[src/rtl/pwm_cfg_spi_master_if.sv]
// Command/readback channel of the PWM configuration SPI master.
// The requester uses the master modport; the SPI engine uses the slave modport.
interface pwm_cfg_spi_master_if;
  logic        cmd_valid;
  logic        cmd_ready;
  logic [1:0]  cmd_type;
  logic [29:0] cmd_data;
  logic [31:0] rx_data;
  logic        rx_valid;

  modport master (
    output cmd_valid, cmd_type, cmd_data,
    input  cmd_ready, rx_data, rx_valid
  );

  modport slave (
    input  cmd_valid, cmd_type, cmd_data,
    output cmd_ready, rx_data, rx_valid
  );
endinterface

[src/rtl/pwm_cfg_spi_master.sv]
// SPI master that encodes PWM configuration commands into 32-bit words and
// shifts them out MSB-first in any CPOL/CPHA mode, returning the miso word.
module pwm_cfg_spi_master #(
  parameter int unsigned CLK_DIV = 4
) (
  input  logic                       clk,
  input  logic                       reset_n,
  input  logic                       cpol,
  input  logic                       cpha,
  pwm_cfg_spi_master_if.slave        cmd_if,
  output logic                       sclk,
  output logic                       ss_n,
  output logic                       mosi,
  input  logic                       miso,
  output logic                       busy
);

  typedef enum logic [2:0] {IDLE, SETUP, XFER, HOLD, GAP} state_e;

  localparam logic [7:0] DIV_LAST  = 8'(CLK_DIV - 1);
  localparam logic [6:0] EDGE_LAST = 7'd64;

  state_e      state_q, state_d;
  logic [7:0]  div_cnt_q, div_cnt_d;
  logic [6:0]  edge_cnt_q, edge_cnt_d;
  logic [31:0] tx_q, tx_d;
  logic [31:0] rx_sh_q, rx_sh_d;
  logic [31:0] rx_data_q, rx_data_d;
  logic        cpol_q, cpol_d;
  logic        cpha_q, cpha_d;
  logic        sclk_q, sclk_d;
  logic        ss_n_q, ss_n_d;
  logic        mosi_q, mosi_d;
  logic        rx_valid_q, rx_valid_d;
  logic        busy_q, busy_d;
  logic        cmd_ready_q, cmd_ready_d;

  logic        div_wrap;
  logic        accept;
  logic        lead_edge;
  logic        sample_edge;
  logic        drive_edge;
  logic [31:0] cmd_word;

  always_comb begin
    cmd_word = '0;
    unique case (cmd_if.cmd_type)
      2'b00:   cmd_word = {31'b0, cmd_if.cmd_data[0]};
      2'b01:   cmd_word = {2'b01, 6'b0, cmd_if.cmd_data[23:0]};
      2'b10:   cmd_word = {2'b10, cmd_if.cmd_data};
      default: cmd_word = {2'b11, cmd_if.cmd_data};
    endcase
  end

  assign div_wrap    = (div_cnt_q == DIV_LAST);
  assign accept      = (state_q == IDLE) && cmd_if.cmd_valid && cmd_ready_q;
  // edge_cnt_q counts edges already made, so the upcoming edge is odd (leading) when it is even
  assign lead_edge   = ~edge_cnt_q[0];
  assign sample_edge = lead_edge ^ cpha_q;
  assign drive_edge  = cpha_q ? lead_edge : (!lead_edge && (edge_cnt_q < 7'd62));

  always_comb begin
    state_d    = state_q;
    div_cnt_d  = div_cnt_q;
    edge_cnt_d = edge_cnt_q;
    tx_d       = tx_q;
    rx_sh_d    = rx_sh_q;
    rx_data_d  = rx_data_q;
    cpol_d     = cpol_q;
    cpha_d     = cpha_q;
    sclk_d     = sclk_q;
    ss_n_d     = ss_n_q;
    mosi_d     = mosi_q;
    rx_valid_d = 1'b0;

    unique case (state_q)
      IDLE: begin
        sclk_d = cpol;
        ss_n_d = 1'b1;
        mosi_d = 1'b0;
        if (accept) begin
          state_d    = SETUP;
          div_cnt_d  = '0;
          edge_cnt_d = '0;
          rx_sh_d    = '0;
          cpol_d     = cpol;
          cpha_d     = cpha;
          ss_n_d     = 1'b0;
          // in phase 0 bit 31 is presented before the first edge
          if (cpha) begin
            mosi_d = 1'b0;
            tx_d   = cmd_word;
          end else begin
            mosi_d = cmd_word[31];
            tx_d   = {cmd_word[30:0], 1'b0};
          end
        end
      end

      SETUP, XFER: begin
        div_cnt_d = div_wrap ? '0 : div_cnt_q + 8'd1;
        if (div_wrap) begin
          if (edge_cnt_q == EDGE_LAST) begin
            state_d = HOLD;
          end else begin
            state_d    = XFER;
            edge_cnt_d = edge_cnt_q + 7'd1;
            sclk_d     = ~sclk_q;
            if (sample_edge) begin
              rx_sh_d = {rx_sh_q[30:0], miso};
            end else if (drive_edge) begin
              mosi_d = tx_q[31];
              tx_d   = {tx_q[30:0], 1'b0};
            end
          end
        end
      end

      HOLD: begin
        div_cnt_d = div_wrap ? '0 : div_cnt_q + 8'd1;
        if (div_wrap) begin
          state_d    = GAP;
          ss_n_d     = 1'b1;
          mosi_d     = 1'b0;
          rx_data_d  = rx_sh_q;
          rx_valid_d = 1'b1;
        end
      end

      GAP: begin
        div_cnt_d = div_wrap ? '0 : div_cnt_q + 8'd1;
        if (div_wrap) begin
          state_d = IDLE;
          sclk_d  = cpol;
        end
      end

      default: state_d = IDLE;
    endcase

    busy_d      = (state_d != IDLE);
    cmd_ready_d = (state_d == IDLE);
  end

  always_ff @(posedge clk) begin
    if (!reset_n) begin
      state_q     <= IDLE;
      div_cnt_q   <= '0;
      edge_cnt_q  <= '0;
      tx_q        <= '0;
      rx_sh_q     <= '0;
      rx_data_q   <= '0;
      cpol_q      <= 1'b0;
      cpha_q      <= 1'b0;
      sclk_q      <= cpol;
      ss_n_q      <= 1'b1;
      mosi_q      <= 1'b0;
      rx_valid_q  <= 1'b0;
      busy_q      <= 1'b0;
      cmd_ready_q <= 1'b0;
    end else begin
      state_q     <= state_d;
      div_cnt_q   <= div_cnt_d;
      edge_cnt_q  <= edge_cnt_d;
      tx_q        <= tx_d;
      rx_sh_q     <= rx_sh_d;
      rx_data_q   <= rx_data_d;
      cpol_q      <= cpol_d;
      cpha_q      <= cpha_d;
      sclk_q      <= sclk_d;
      ss_n_q      <= ss_n_d;
      mosi_q      <= mosi_d;
      rx_valid_q  <= rx_valid_d;
      busy_q      <= busy_d;
      cmd_ready_q <= cmd_ready_d;
    end
  end

  assign sclk             = sclk_q;
  assign ss_n             = ss_n_q;
  assign mosi             = mosi_q;
  assign busy             = busy_q;
  assign cmd_if.cmd_ready = cmd_ready_q;
  assign cmd_if.rx_data   = rx_data_q;
  assign cmd_if.rx_valid  = rx_valid_q;

endmodule

[src/flat_wrapper.sv]
// flat-port wrapper written by rule: the top's interface ports become plain ports
module pwm_cfg_spi_master_flat 
#(
  parameter int unsigned CLK_DIV = 4
)
  (clk, reset_n, cpol, cpha, sclk, ss_n, mosi, miso, busy, cmd_if_cmd_valid, cmd_if_cmd_type, cmd_if_cmd_data, cmd_if_cmd_ready, cmd_if_rx_data, cmd_if_rx_valid);
  pwm_cfg_spi_master_if cmd_if_i ();
  input  logic clk;
  input  logic reset_n;
  input  logic cpol;
  input  logic cpha;
  output logic sclk;
  output logic ss_n;
  output logic mosi;
  input  logic miso;
  output logic busy;
  input wire logic [$bits(cmd_if_i.cmd_valid)-1:0] cmd_if_cmd_valid;
  input wire logic [$bits(cmd_if_i.cmd_type)-1:0] cmd_if_cmd_type;
  input wire logic [$bits(cmd_if_i.cmd_data)-1:0] cmd_if_cmd_data;
  output wire logic [$bits(cmd_if_i.cmd_ready)-1:0] cmd_if_cmd_ready;
  output wire logic [$bits(cmd_if_i.rx_data)-1:0] cmd_if_rx_data;
  output wire logic [$bits(cmd_if_i.rx_valid)-1:0] cmd_if_rx_valid;
  assign cmd_if_i.cmd_valid = cmd_if_cmd_valid;
  assign cmd_if_i.cmd_type = cmd_if_cmd_type;
  assign cmd_if_i.cmd_data = cmd_if_cmd_data;
  assign cmd_if_cmd_ready = cmd_if_i.cmd_ready;
  assign cmd_if_rx_data = cmd_if_i.rx_data;
  assign cmd_if_rx_valid = cmd_if_i.rx_valid;
  pwm_cfg_spi_master #(.CLK_DIV(CLK_DIV)) u_core (.clk(clk), .reset_n(reset_n), .cpol(cpol), .cpha(cpha), .cmd_if(cmd_if_i), .sclk(sclk), .ss_n(ss_n), .mosi(mosi), .miso(miso), .busy(busy));
endmodule
[config.mk]
export PLATFORM = sky130hd
export DESIGN_NAME = pwm_cfg_spi_master_flat
export DESIGN_NICKNAME = d
export VERILOG_FILES = /design/src/rtl/pwm_cfg_spi_master_if.sv /design/src/rtl/pwm_cfg_spi_master.sv /design/src/flat_wrapper.sv
export SDC_FILE = /design/constraint.sdc
export NUM_CORES = 1
export LEC_CHECK = 0
export BUFFER_PORTS_ARGS = -buffer_cell sky130_fd_sc_hd__buf_2
export CORE_ASPECT_RATIO = 1.25
export CORE_MARGIN = 3
export CORE_UTILIZATION = 40
export CTS_BUF_LIST = sky130_fd_sc_hd__clkbuf_8
export DETAILED_ROUTE_END_ITERATION = 7
export SLEW_MARGIN = 15
export SYNTH_ARGS = -nofsm -noshare
export SYNTH_HDL_FRONTEND = slang
export SYNTH_SLANG_ARGS = --single-unit
[constraint.sdc]
create_clock -name clk -period 2.55 [get_ports clk]
set_input_delay 0.255 -clock clk [delete_from_list [all_inputs] [get_ports clk]]
set_output_delay 0.255 -clock clk [all_outputs]
set_load 0.1 [all_outputs]
# Yosys cells after proc, flatten, opt, wreduce, memory -nomap -nowiden
# Index checks and enable logic that the tools add are counted.
dict set report totals {
  out_inout_bits 38
  elab_cells 105
  input_bits 38
  regBits 121
}
dict set report op_classes {
  n_bitwise 3
  addsub 2
  eq_ne 19
  mux 44
  magnitude_cmp 1
  reduce_logical 23
}
# cell n
set ops {}
lappend ops {{$mux W32} 10}
lappend ops {{$pmux W32 S2} 2}
lappend ops {{$pmux W32 S3} 1}
lappend ops {{$mux W7} 3}
lappend ops {{$mux W1} 16}
lappend ops {{$mux W8} 2}
lappend ops {{$pmux W8 S2} 1}
lappend ops {{$pmux W7 S2} 1}
lappend ops {{$mux W3} 4}
lappend ops {{$pmux W3 S4} 1}
lappend ops {{$reduce_and A6 Y1} 2}
lappend ops {{$ne A2 B1 Y1 const B} 5}
lappend ops {{$reduce_and A2 Y1} 5}
lappend ops {{$add A8 B1 Y8 const B} 1}
lappend ops {{$eq A8 B2 Y1 const B} 1}
lappend ops {{$reduce_and A4 Y1} 2}
lappend ops {{$add A7 B1 Y7 const B} 1}
lappend ops {{$eq A7 B7 Y1 const B} 1}
lappend ops {{$lt A7 B6 Y1 const B} 1}
lappend ops {{$eq A3 B2 Y1 const B} 2}
lappend ops {{$logic_not A3 Y1} 2}
lappend ops {{$ne A3 B2 Y1 const B} 2}
lappend ops {{$pmux W1 S3} 2}
lappend ops {{$reduce_bool A2 Y1} 3}
lappend ops {{16 further kinds} 21}

# Longest topological paths before layout
dict set report depth {
  depth_word 8
  depth_mapped 9
}

# Worst setup path after synthesis
# No wires, ideal clock.
dict set report synth_path {
  path_kind {register to register}
  startpoint {register u_core.cmd_ready_q, in the netlist u_core.cmd_if.cmd_ready}
  endpoint {register u_core.tx_q[15]}
  setup_ns 0.116
  required_time_ns 2.434
  path_slack_ns 0.387
  arrival_time_ns 2.046
  stages_incl_launch_ff 7
  path_cell_list {dfxtp_1 -> a211o_1 -> nand2_1 -> a221oi_4 -> buf_2 -> o311ai_1 -> o211a_1}
}
dict set report synth_between {
  elab_chain_len 3
}
# element line
set synth_lines {}
lappend synth_lines {{from (decl)} pwm_cfg_spi_master.sv:36} ;# logic cmd_ready_q, cmd_ready_d;
lappend synth_lines {{from (signal assigned)} pwm_cfg_spi_master.sv:175} ;# cmd_ready_q <= cmd_ready_d;
lappend synth_lines {{$logic_and A1 B1 Y1} pwm_cfg_spi_master.sv:56} ;# assign accept = (state_q == IDLE) && cmd_if.cmd_valid && cmd_ready_q;
lappend synth_lines {{$ne A2 B1 Y1 (no line)} --}
lappend synth_lines {{$reduce_and A6 Y1 (no line)} --}
lappend synth_lines {{to (signal assigned)} pwm_cfg_spi_master.sv:165} ;# tx_q <= tx_d;
lappend synth_lines {{to (decl)} pwm_cfg_spi_master.sv:26} ;# logic [31:0] tx_q, tx_d;
# Every way passes these cells.
# A chain may end at the register's enable or synchronous reset.

# Final worst setup path
dict set report layout_path {
  startpoint {register u_core.div_cnt_q[0]}
  endpoint {register u_core.tx_q[4]}
}
dict set report layout_between {
  elab_chain_len 3
}
# element line
set layout_lines {}
lappend layout_lines {{from (decl)} pwm_cfg_spi_master.sv:24} ;# logic [7:0] div_cnt_q, div_cnt_d;
lappend layout_lines {{from (signal assigned)} pwm_cfg_spi_master.sv:163} ;# div_cnt_q <= div_cnt_d;
lappend layout_lines {{$eq A8 B2 Y1} pwm_cfg_spi_master.sv:55} ;# assign div_wrap = (div_cnt_q == DIV_LAST);
lappend layout_lines {{$ne A2 B1 Y1 (no line)} --}
lappend layout_lines {{$reduce_and A6 Y1 (no line)} --}
# Every way passes these cells.

==> flow_metrics.env <==
export IMPL_yosysSeqAreaShare_pct=44.0
export IMPL_drive_gt1_share_pct=19.4
export IMPL_path_class="flop to flop"
export IMPL_cp_cell_sequence="ha_1 > nor4b_4 > o211ai_4 > a221oi_4 > buf_12 > o311ai_0 > o211a_1"
export IMPL_hpwl_um=7870
export IMPL_first_global_vias=4377
export IMPL_end_kind="flop"
export IMPL_status="finished, final reports clean"
export IMPL_cts_buffers=17
export IMPL_rsz0062_at_grt="false"
export IMPL_finalWorstSetupSlack_ns=0.328
export IMPL_ant_nets=0
export IMPL_synth_edf_count=1
export IMPL_port_buffers=75
export IMPL_utilization_pct=48.3
export IMPL_p_leak_nw=2.64
export IMPL_yosysWarnings=0
export IMPL_io_pins=76
export IMPL_drt_wl_total_um=11700
export IMPL_ctsHoldBuffers=0
export IMPL_slowest_delay_ns=0.37
export IMPL_die_x_um=111
export IMPL_routed_via_density=5.39
export IMPL_clock_fmax_mhz=450
export IMPL_tns_ns=0
export IMPL_drtPass1Iterations=4
export IMPL_area_growth_pct=17.1
export IMPL_drt_initial_drc_count=186
export IMPL_period_share_pct=87.1
export IMPL_cts_tree="yes"
export IMPL_synth_main_ff_cell="dfxtp_1"
export IMPL_required_ns=2.87
export IMPL_syn_nets=673
export IMPL_synth_cell_type_count=52
export IMPL_cts_buffer_depth=2
export IMPL_cts_sinks=121
export IMPL_start_kind="flop"
export IMPL_clk_pin_slew_ns=0.07
export IMPL_antenna_found_initial=0
export IMPL_synth_area_um2=5530
export IMPL_dieArea_um2=15300
export IMPL_n_antenna_cell=0
export IMPL_grt_usage_pct=15.7
export IMPL_worst_slew_pin_slew_ns=0.672
export IMPL_insertion_delay_ns=0.43
export IMPL_maxSlewHeadroom_pct=55.2
export IMPL_crit_slowest_cell="dfxtp_1"
export IMPL_drv_slew=0
export IMPL_initial_core_util_pct=41.2
export IMPL_async_flop_share_pct=0
export IMPL_avgRoutedWirePerCell_um=13.5
export IMPL_die_height_um=137
export IMPL_peakVddDrop_mv=0.384
export IMPL_grt_first_pass_wirelength_um=19900
export IMPL_syn_inst=632
export IMPL_fin_nets=725
export IMPL_crit_arrival_ns=2.54
export IMPL_pre_cts_ws_ns=0.332
export IMPL_post_cts_setup_buffers=0
export IMPL_num_rows=47
export IMPL_period_needed_ns=2.22
export IMPL_num_fill_cells=1272
export IMPL_cts_root_buf="clkbuf_8"
export IMPL_maxCapViolations=0
export IMPL_finalHoldViolations=0
export IMPL_ys_ff_latch=121
export IMPL_power_density_nw_per_um2=661
export IMPL_cts_resized=0
export IMPL_vias=4670
export IMPL_fin_skew_ns=0.0123
export IMPL_cts_htree_levels=4
export IMPL_hp_class="input port to flop"
export IMPL_drcViolationCount=0
export IMPL_gp_congestion=0.780
export IMPL_overflow=0
export IMPL_setup_viol=0
export IMPL_core_area_um2=13400
export IMPL_path_max_fanout=63
export IMPL_grt_max_degree=93
export IMPL_synth_area_per_cell_um2=8.75
==> flip-flops by register name, indices dropped and copies added (netlist names) <==
| name | count |
|---|---|
| u_core.div_cnt_q | 8 |
| u_core.ss_n | 1 |
| u_core.tx_q | 32 |
| u_core.cpha_q | 1 |
| u_core.cmd_if.rx_data | 32 |
| u_core.cmd_if.rx_valid | 1 |
| u_core.sclk | 1 |
| u_core.edge_cnt_q | 7 |
| u_core.busy | 1 |
| u_core.rx_sh_q | 32 |
| u_core.state_q | 3 |
| u_core.mosi | 1 |
| u_core.cmd_if.cmd_ready | 1 |
==> final timing paths <==
check	from	to	slack, ns	depth (start not counted)
max	u_core.div_cnt_q[0]	u_core.tx_q[4]	0.33	7
min	miso	u_core.rx_sh_q[0]	0.08	3
max reg2reg	u_core.div_cnt_q[0]	u_core.tx_q[4]	0.33	7
min reg2reg	u_core.cmd_if.rx_data[15]	u_core.cmd_if.rx_data[15]	0.45	2
==> routing by layer <==
metal  vias up  GRT usage (%)  share of wire, %
met5         -              0                 0
met4         0           5.48               1.1
met3        11           4.92               5.8
met2       100           26.6                47
met1      2179           18.9                46
li1       2380              -                 -
==> layout make-up <==
type | instances | area (um2) | area share [%]
clock buffer | 18 | 248 | 3.82
clock inverter | 13 | 180 | 2.78
inverter | 3 | 11.3 | 0.174
multi-input combinational | 452 | 2860 | 44.1
sequential | 121 | 2430 | 37.6
tap | 171 | 214 | 3.30
timing repair buffer | 89 | 533 | 8.23
==> report_power, final <==
| group | leakage, nW | switching (mW) | internal, mW |
|---|---|---|---|
| Sequential | 0.983 | 0.0382 | 1.96 |
| Combinational | 1.44 | 0.276 | 0.173 |
| Clock | 0.209 | 0.755 | 1.08 |
| Total | 2.64 | 1.07 | 3.21 |
==> kinds of logic after synthesis <==
family / after synthesis / synth area share, %
fa+ha+maj: 4 / 0.860
compound gates: 162 / 22.4
buf+inv: 59 / 4.57
flops: 121 / 44.0
xor+xnor: 13 / 2.06
mux: 32 / 5.95
simple gates: 241 / 20.2
==> Yosys cell counts, types with 3 or more instances <==
library cell  number  share of area, %
nand3_1           70               6.3
nor3b_1            3              0.41
o21ai_0           40               3.6
nand2_1          117               7.9
a21oi_1            5              0.45
clkbuf_1          36               2.4
xnor2_1            4              0.63
ha_1               3              0.68
xor2_1             9               1.4
inv_1              3              0.20
nor2b_1            4              0.45
o21ai_1            4              0.36
buf_4              4              0.54
dfxtp_1          120                43
clkbuf_2           3              0.27
a211o_1            3              0.48
o2111ai_1          4              0.63
and3_1             3              0.34
o211ai_1           7              0.95
a21boi_0          30               4.1
nand4_1            6              0.68
a21boi_1           4              0.54
o311ai_1          19               3.0
nand2b_1           3              0.34
mux2_2             7               1.4
nor2_1            20               1.4
buf_1              3              0.20
nor3_1             3              0.27
buf_2             10              0.91
o211a_1           28               5.1
o311ai_0           3              0.48
mux2i_1           25               4.5
or2_2              3              0.34
==> per-stage QoR <==
stage	std cells	instance area [um2]	power (mW)	hold WS (ns)
4_1_cts	867	6480	4.34	0.0483
3_3_place_gp	836	6050	2.48	0.439
5_1_grt	867	6480	4.47	0.0973
6_report	867	6480	4.28	0.0841
3_5_place_dp	836	6050	2.49	0.443
2_1_floorplan	632	5530	2.38	0.406
==> cells in the final DEF, fill, tap and decap left out, types with 6 or more instances in the layout <==
cell type / n
a21boi_0: 30
buf_2: 74
buf_4: 11
clkbuf_8: 18
dfxtp_1: 120
mux2_2: 7
mux2i_1: 25
nand2_1: 117
nand3_1: 70
nand4_1: 6
nor2_1: 19
o211a_1: 28
o211ai_1: 7
o21ai_0: 40
o311ai_1: 19
xor2_1: 9
==> critical path, delay by kind of cell, from the launching register on <==
family | cells | cell delay [ns]
adder cells (fa/ha/maj) | 1 | 0.23
AO/OA/AOI/OAI | 4 | 0.88
flip-flops | 1 | 0.37
buffers and inverters | 1 | 0.29
AND/OR/NAND/NOR | 1 | 0.34
Power figures use the tool's default switching activity.
